==> src/rtl/button_pkg.sv <==
// Shared definitions for the button event detector.
//   state_t : FSM state encoding (IDLE / PRESSED / HELD; 2'd3 is unreachable)
//   CNT_W   : width of the millisecond hold counter
package button_pkg;

  localparam int CNT_W = 16;

  typedef enum logic [1:0] {
    IDLE    = 2'd0,
    PRESSED = 2'd1,
    HELD    = 2'd2
  } state_t;

endpackage

==> src/rtl/ms_tick.sv <==
// Millisecond prescaler: pulses tick for one cycle every MS_CYC clocks.
//   clk   : system clock, rising edge
//   reset : asynchronous, active-high
//   clr   : synchronous restart; the next tick comes MS_CYC cycles later
//   tick  : high during the last cycle of each MS_CYC-cycle period
module ms_tick #(
  parameter int MS_CYC = 100_000
) (
  input  logic clk,
  input  logic reset,
  input  logic clr,
  output logic tick
);

  localparam int            CW   = (MS_CYC > 1) ? $clog2(MS_CYC) : 1;
  localparam logic [CW-1:0] LAST = CW'(MS_CYC - 1);

  logic [CW-1:0] cnt;

  assign tick = (cnt == LAST);

  always_ff @(posedge clk or posedge reset) begin
    if (reset) begin
      cnt <= '0;
    end else if (clr || tick) begin
      cnt <= '0;
    end else begin
      cnt <= cnt + 1'b1;
    end
  end

endmodule

==> src/rtl/button_event.sv <==
// Button event detector: turns a debounced button level into short-press,
// long-press and (optionally) auto-repeat pulses.
//   clk          : system clock, rising edge
//   reset        : asynchronous, active-high
//   btn_clean    : debounced button level, 1 = pressed
//   pressed      : registered level, 1 while a press is in progress
//   short_press  : one-cycle pulse, released before LONG_MS
//   long_press   : one-cycle pulse, hold reached LONG_MS
//   repeat_pulse : one-cycle pulse every REPEAT_MS while held
// Build option: define BUTTON_EVENT_REPEAT_EN to compile in auto-repeat;
// without it repeat_pulse is tied low and REPEAT_MS has no effect.
module button_event
  import button_pkg::*;
#(
  parameter int CLK_HZ    = 100_000_000,
  parameter int LONG_MS   = 1000,
  parameter int REPEAT_MS = 200
) (
  input  logic clk,
  input  logic reset,
  input  logic btn_clean,
  output logic pressed,
  output logic short_press,
  output logic long_press,
  output logic repeat_pulse
);

  localparam int               MS_CYC    = CLK_HZ / 1000;
  localparam logic [CNT_W-1:0] LONG_LAST = CNT_W'(LONG_MS - 1);

  // Elaboration-time parameter sanity checks.
  if (CLK_HZ < 1000 || (CLK_HZ % 1000) != 0) begin : g_bad_clk_hz
    $error("button_event: CLK_HZ must be a multiple of 1000 and >= 1000");
  end
  if (LONG_MS < 1 || LONG_MS > 65535) begin : g_bad_long_ms
    $error("button_event: LONG_MS must be 1..65535");
  end
  if (REPEAT_MS < 1 || REPEAT_MS > 65535) begin : g_bad_repeat_ms
    $error("button_event: REPEAT_MS must be 1..65535");
  end

  function automatic logic [CNT_W-1:0] sat_inc(input logic [CNT_W-1:0] v);
    return (v == {CNT_W{1'b1}}) ? v : v + 1'b1;
  endfunction

  state_t           state, state_nx;
  logic [CNT_W-1:0] ms_cnt, ms_cnt_nx;
  logic             tick;
  logic             presc_clr;
  logic             short_nx, long_nx;

  // Restarting the prescaler on each phase entry makes the first ms of
  // every phase a full MS_CYC cycles long.
  ms_tick #(
    .MS_CYC (MS_CYC)
  ) u_ms_tick (
    .clk   (clk),
    .reset (reset),
    .clr   (presc_clr),
    .tick  (tick)
  );

`ifdef BUTTON_EVENT_REPEAT_EN
  localparam logic [CNT_W-1:0] REP_LAST = CNT_W'(REPEAT_MS - 1);
  logic rep_nx;
`endif

  always_comb begin
    state_nx  = state;
    ms_cnt_nx = ms_cnt;
    presc_clr = 1'b0;
    short_nx  = 1'b0;
    long_nx   = 1'b0;
`ifdef BUTTON_EVENT_REPEAT_EN
    rep_nx    = 1'b0;
`endif
    case (state)
      IDLE: begin
        if (btn_clean) begin
          state_nx  = PRESSED;
          ms_cnt_nx = '0;
          presc_clr = 1'b1;
        end
      end
      PRESSED: begin
        // Release is checked first so it beats a coincident threshold tick.
        if (!btn_clean) begin
          state_nx = IDLE;
          short_nx = 1'b1;
        end else if (tick && ms_cnt == LONG_LAST) begin
          state_nx  = HELD;
          long_nx   = 1'b1;
          ms_cnt_nx = '0;
          presc_clr = 1'b1;
        end else if (tick) begin
          ms_cnt_nx = sat_inc(ms_cnt);
        end
      end
      HELD: begin
        if (!btn_clean) begin
          state_nx = IDLE;
`ifdef BUTTON_EVENT_REPEAT_EN
        end else if (tick && ms_cnt == REP_LAST) begin
          rep_nx    = 1'b1;
          ms_cnt_nx = '0;
`endif
        end else if (tick) begin
          ms_cnt_nx = sat_inc(ms_cnt);
        end
      end
      default: begin
        state_nx = IDLE;
      end
    endcase
  end

  always_ff @(posedge clk or posedge reset) begin
    if (reset) begin
      state       <= IDLE;
      ms_cnt      <= '0;
      pressed     <= 1'b0;
      short_press <= 1'b0;
      long_press  <= 1'b0;
    end else begin
      state       <= state_nx;
      ms_cnt      <= ms_cnt_nx;
      pressed     <= (state_nx == PRESSED) || (state_nx == HELD);
      short_press <= short_nx;
      long_press  <= long_nx;
    end
  end

`ifdef BUTTON_EVENT_REPEAT_EN
  always_ff @(posedge clk or posedge reset) begin
    if (reset) begin
      repeat_pulse <= 1'b0;
    end else begin
      repeat_pulse <= rep_nx;
    end
  end
`else
  assign repeat_pulse = 1'b0;
`endif

endmodule
==> config.mk <==
export PLATFORM = sky130hd
export DESIGN_NAME = button_event
export DESIGN_NICKNAME = d
export VERILOG_FILES = /design/src/rtl/button_pkg.sv /design/src/rtl/ms_tick.sv /design/src/rtl/button_event.sv
export SDC_FILE = /design/constraint.sdc
export NUM_CORES = 1
export LEC_CHECK = 0
export CAP_MARGIN = 20
export CORE_AREA = 2 2 85 87
export DETAILED_ROUTE_END_ITERATION = 10
export DIE_AREA = 0 0 87 89
export PLACE_DENSITY_LB_ADDON = 0.25
export SLEW_MARGIN = 20
export SYNTH_ARGS = -nofsm -noshare
export SYNTH_HDL_FRONTEND = slang
export SYNTH_HIERARCHICAL = 1
export SYNTH_SLANG_ARGS = --single-unit
==> constraint.sdc <==
create_clock -name clk -period 2.5 [get_ports clk]
set_input_delay 0.25 -clock clk [delete_from_list [all_inputs] [get_ports clk]]
set_output_delay 0.25 -clock clk [all_outputs]
set_load 0.005 [all_outputs]
==> run metrics <==
Yosys reg bits 38; H-tree depth 2; Iteration-0 DRC Markers 90; Commonest cells post-synth dfrtp_1, nor2_1, nand2_1, nand3_1, inv_1; final worst-path cycle share 94.2%; Core Footprint around 6700 µm²; post-DR vias/cell 5.44; Setup crit end kind flip-flop; pwr dens about 620 nW/µm²; Clock Skew 8.16 ps; final hold slack roughly 310 ps; HPWL after DPL around 3800 µm; Clk Latency, worst-skew pair just under 300 ps; input/output buffers 5; first-pass GRT wire length about 9000 µm; Hold Violations, Final 0; Clock power frac about a quarter; startpoint types flip-flop; total track usage between 15 and 20%; die height between 80 and 90 µm; Nets 282; Root Driver clkbuf_8; sum of routed wire segments on met1 about 2500 µm; Synth top area share 40.0%; fraction of registers with async set/reset between 90% and 100%; status finished, final reports clean; Util after Layout roughly two fifths; syn avg cell area 9.42 µm²; RR Startpoint u_ms_tick/cnt[14]; Num CTS Buffers 5; YS warnings 6; Post-Synthesis Cells between 200 and 300; antenna fix cells 0; Max Root-Sink Buffers 2; Synth Net Count approximately 260; Die Width 87 µm; gr ovfl total 0; MaxCap Viol Count 0; gpl congestion 0.890; FMAX 425 MHz; Flop pwr share about two fifths; net switching fraction of the power 34.7%; cell with the most instances after synthesis dfrtp_1; # hold bufs at CTS 0; area leader, netlist dfrtp_1; Crit Path Max Fanout 6; P_sw between 500 and 600 µW; Crit path required time roughly 2700 ps; CTS tree done; Critical Path Most Common Cell o21ai_2; metal3 WL roughly 140 µm; Ports 7; row count 30; post-placement cell area between 2000 and 3000 µm²; worst setup path endpoint ms_cnt[5]; vias in the first global route about 1,900; Sink Count 38; Max-slew headroom between 50% and 60%; static leakage between 1 and 1.5 nW; cell count of the worst reg-to-reg path 8; Non-Filler Instances between 300 and 400; ys flop type dfrtp_1; CP max-delay cell or4b_4; uppermost layer routed met4; Worst VDD drop ~0.34 mV; DP Cell Count 343; Setup Crit Path Kind reg -> reg; Worst Max-Slew Pin Slew 685 ps; share of layout cells above drive strength 1 a little under a fifth; clk slew on worst S/H paths ~80 ps; initial core utilization a little over a third; ranking of synthesized cells by area dfrtp_1, nor2_1, xnor2_1; RSZ-0062 raised after global routing true; post-synthesis instance area 2370 µm²; Hold WC Path Type in -> async; overall power between 1.5 and 2 mW; Yosys cell types 63; Vias around 1,900; remaining antenna violation count 0; Slew Limit Fails 0; number of enable flip-flop cells after synthesis 0; Min Clock Period, post-route about 2400 ps; DR WL/cell between 15 and 20 µm; Comb pwr share a little over a third; Die Area around 7700 µm²; drt first pass iters 4; DRC Markers 0; Routed WL 5320 µm; crit path cell chain or4b_4 -> nor3_4 -> nor4b_4 -> a41oi_2 -> o21ai_2 -> buf_6 -> o21ai_2 -> a22o_1; worst r2r dst ms_cnt[5]; synth-to-layout area growth 15.6%; CP arrival ~2500 ps; largest net degree at the start of global routing 22; Seq/Total Area, Yosys between 40 and 50%; Critical Path Source u_ms_tick/cnt[14]; initial antenna violation count 0; Design Area, Final between 2000 and 3000 µm²; Pint between 1 and 1.5 mW; CP peak stage delay ~570 ps; reg2reg setup slack approximately 150 ps; met2 WL post-DR roughly 2600 µm; Finish-stage setup viols 0
[through the flow]
stage / worst slack, ps / setup TNS, ps
2_1_floorplan: 15.6 / 0
3_3_place_gp: 60.6 / 0
3_5_place_dp: 31.7 / 0
4_1_cts: 19.5 / 0
5_1_grt: -27.3 / -51.8
6_report: 146 / 0
[layer usage]
| metal | GRT usage (%) | vias up |
|---|---|---|
| met2 | 25.3 | 19 |
| met3 | 2.77 | 10 |
| met4 | 5.68 | 0 |
| met5 | 0 | - |
| li1 | - | 970 |
| met1 | 19.2 | 923 |
[layout make-up]
class                   instances  area (µm²)
multi-input cells             191        1360
repair buffers                 26         215
flip-flops and latches         38         951
inverters                      11        41.3
clock buffers                   7        76.3
fillers                       640        3970
well taps                      80         100
[worst max-delay path: cells and delay by family (launching register included)]
kind                   cells  cell delay [ps]
and+or+nand+nor            3              980
AOI/OAI and AO/OA          4              720
DFF                        1              390
buffers and inverters      1              160
[timing repair]
item                       in CTS  in global routing
resized for setup               0                 13
setup buffers                   0                  3
setup endpoints to repair       0                 34
[worst min-delay path by stage]
stage | start | to | slack (ps) | cells after the start
after global placement | u_ms_tick/cnt[0] | u_ms_tick/cnt[0] | 460 | 1
after global routing | reset | ms_cnt[14] | 370 | 3
after CTS | reset | state[1] | 320 | 3
final | reset | state[0] | 310 | 3
after detailed placement | u_ms_tick/cnt[0] | u_ms_tick/cnt[0] | 480 | 1
after floorplan | reset | u_ms_tick/cnt[0] | 180 | 1
[cells by family (layout without fill, tap and decap cells)]
group | after synthesis | count (layout) | synth area share (%)
other cells | 1 | 1 | 0.158
mux | 1 | 1 | 0.422
buf+inv | 23 | 44 | 4.95
simple gates | 114 | 114 | 28.1
xor+xnor | 13 | 13 | 4.79
fa+ha+maj | 6 | 6 | 3.16
compound gates | 56 | 56 | 18.4
flops | 38 | 38 | 40.0
[placed cells by master, fill, tap and decap left out, types with 2 or more instances in the layout]
| cell type | Yosys | final |
|---|---|---|
| and2_1 | 4 | 4 |
| clkdlybuf4s50_1 | 0 | 5 |
| or3_1 | 4 | 4 |
| o21a_1 | 2 | 2 |
| xor2_1 | 4 | 4 |
| o22ai_1 | 2 | 2 |
| nand4_1 | 9 | 9 |
| xnor2_1 | 9 | 9 |
| nor4b_2 | 2 | 2 |
| a21o_1 | 6 | 6 |
| nand2_1 | 15 | 15 |
| and3_1 | 5 | 5 |
| buf_4 | 2 | 19 |
| clkbuf_1 | 1 | 2 |
| a31o_2 | 2 | 2 |
| a21oi_1 | 9 | 9 |
| o21ai_0 | 9 | 8 |
| dfrtp_1 | 38 | 38 |
| nor2_1 | 28 | 28 |
| a31oi_1 | 2 | 2 |
| nand3_1 | 13 | 12 |
| o21ai_2 | 3 | 4 |
| o21ai_1 | 4 | 4 |
| nor4_1 | 7 | 7 |
| buf_6 | 2 | 2 |
| and4_1 | 3 | 3 |
| inv_1 | 11 | 11 |
| ha_1 | 6 | 5 |
| clkbuf_8 | 0 | 5 |
| nor3_1 | 9 | 8 |
[sequential cells by signal, indices dropped and copies added, names as in the netlist]
| signal | flops |
|---|---|
| u_ms_tick/cnt | 17 |
| ms_cnt | 16 |
| state | 2 |
| long_press | 1 |
| pressed | 1 |
| short_press | 1 |
[power by group through the flow]
stage / clock network (mW) / registers (mW) / logic [mW]
2_1_floorplan: 0 / 0.706 / 0.396
4_1_cts: 0.428 / 0.696 / 0.560
3_5_place_dp: 0 / 0.708 / 0.558
5_1_grt: 0.453 / 0.704 / 0.656
3_3_place_gp: 0 / 0.707 / 0.561
6_report: 0.408 / 0.696 / 0.592
No activity file was read; power rests on OpenSTA's default activity.
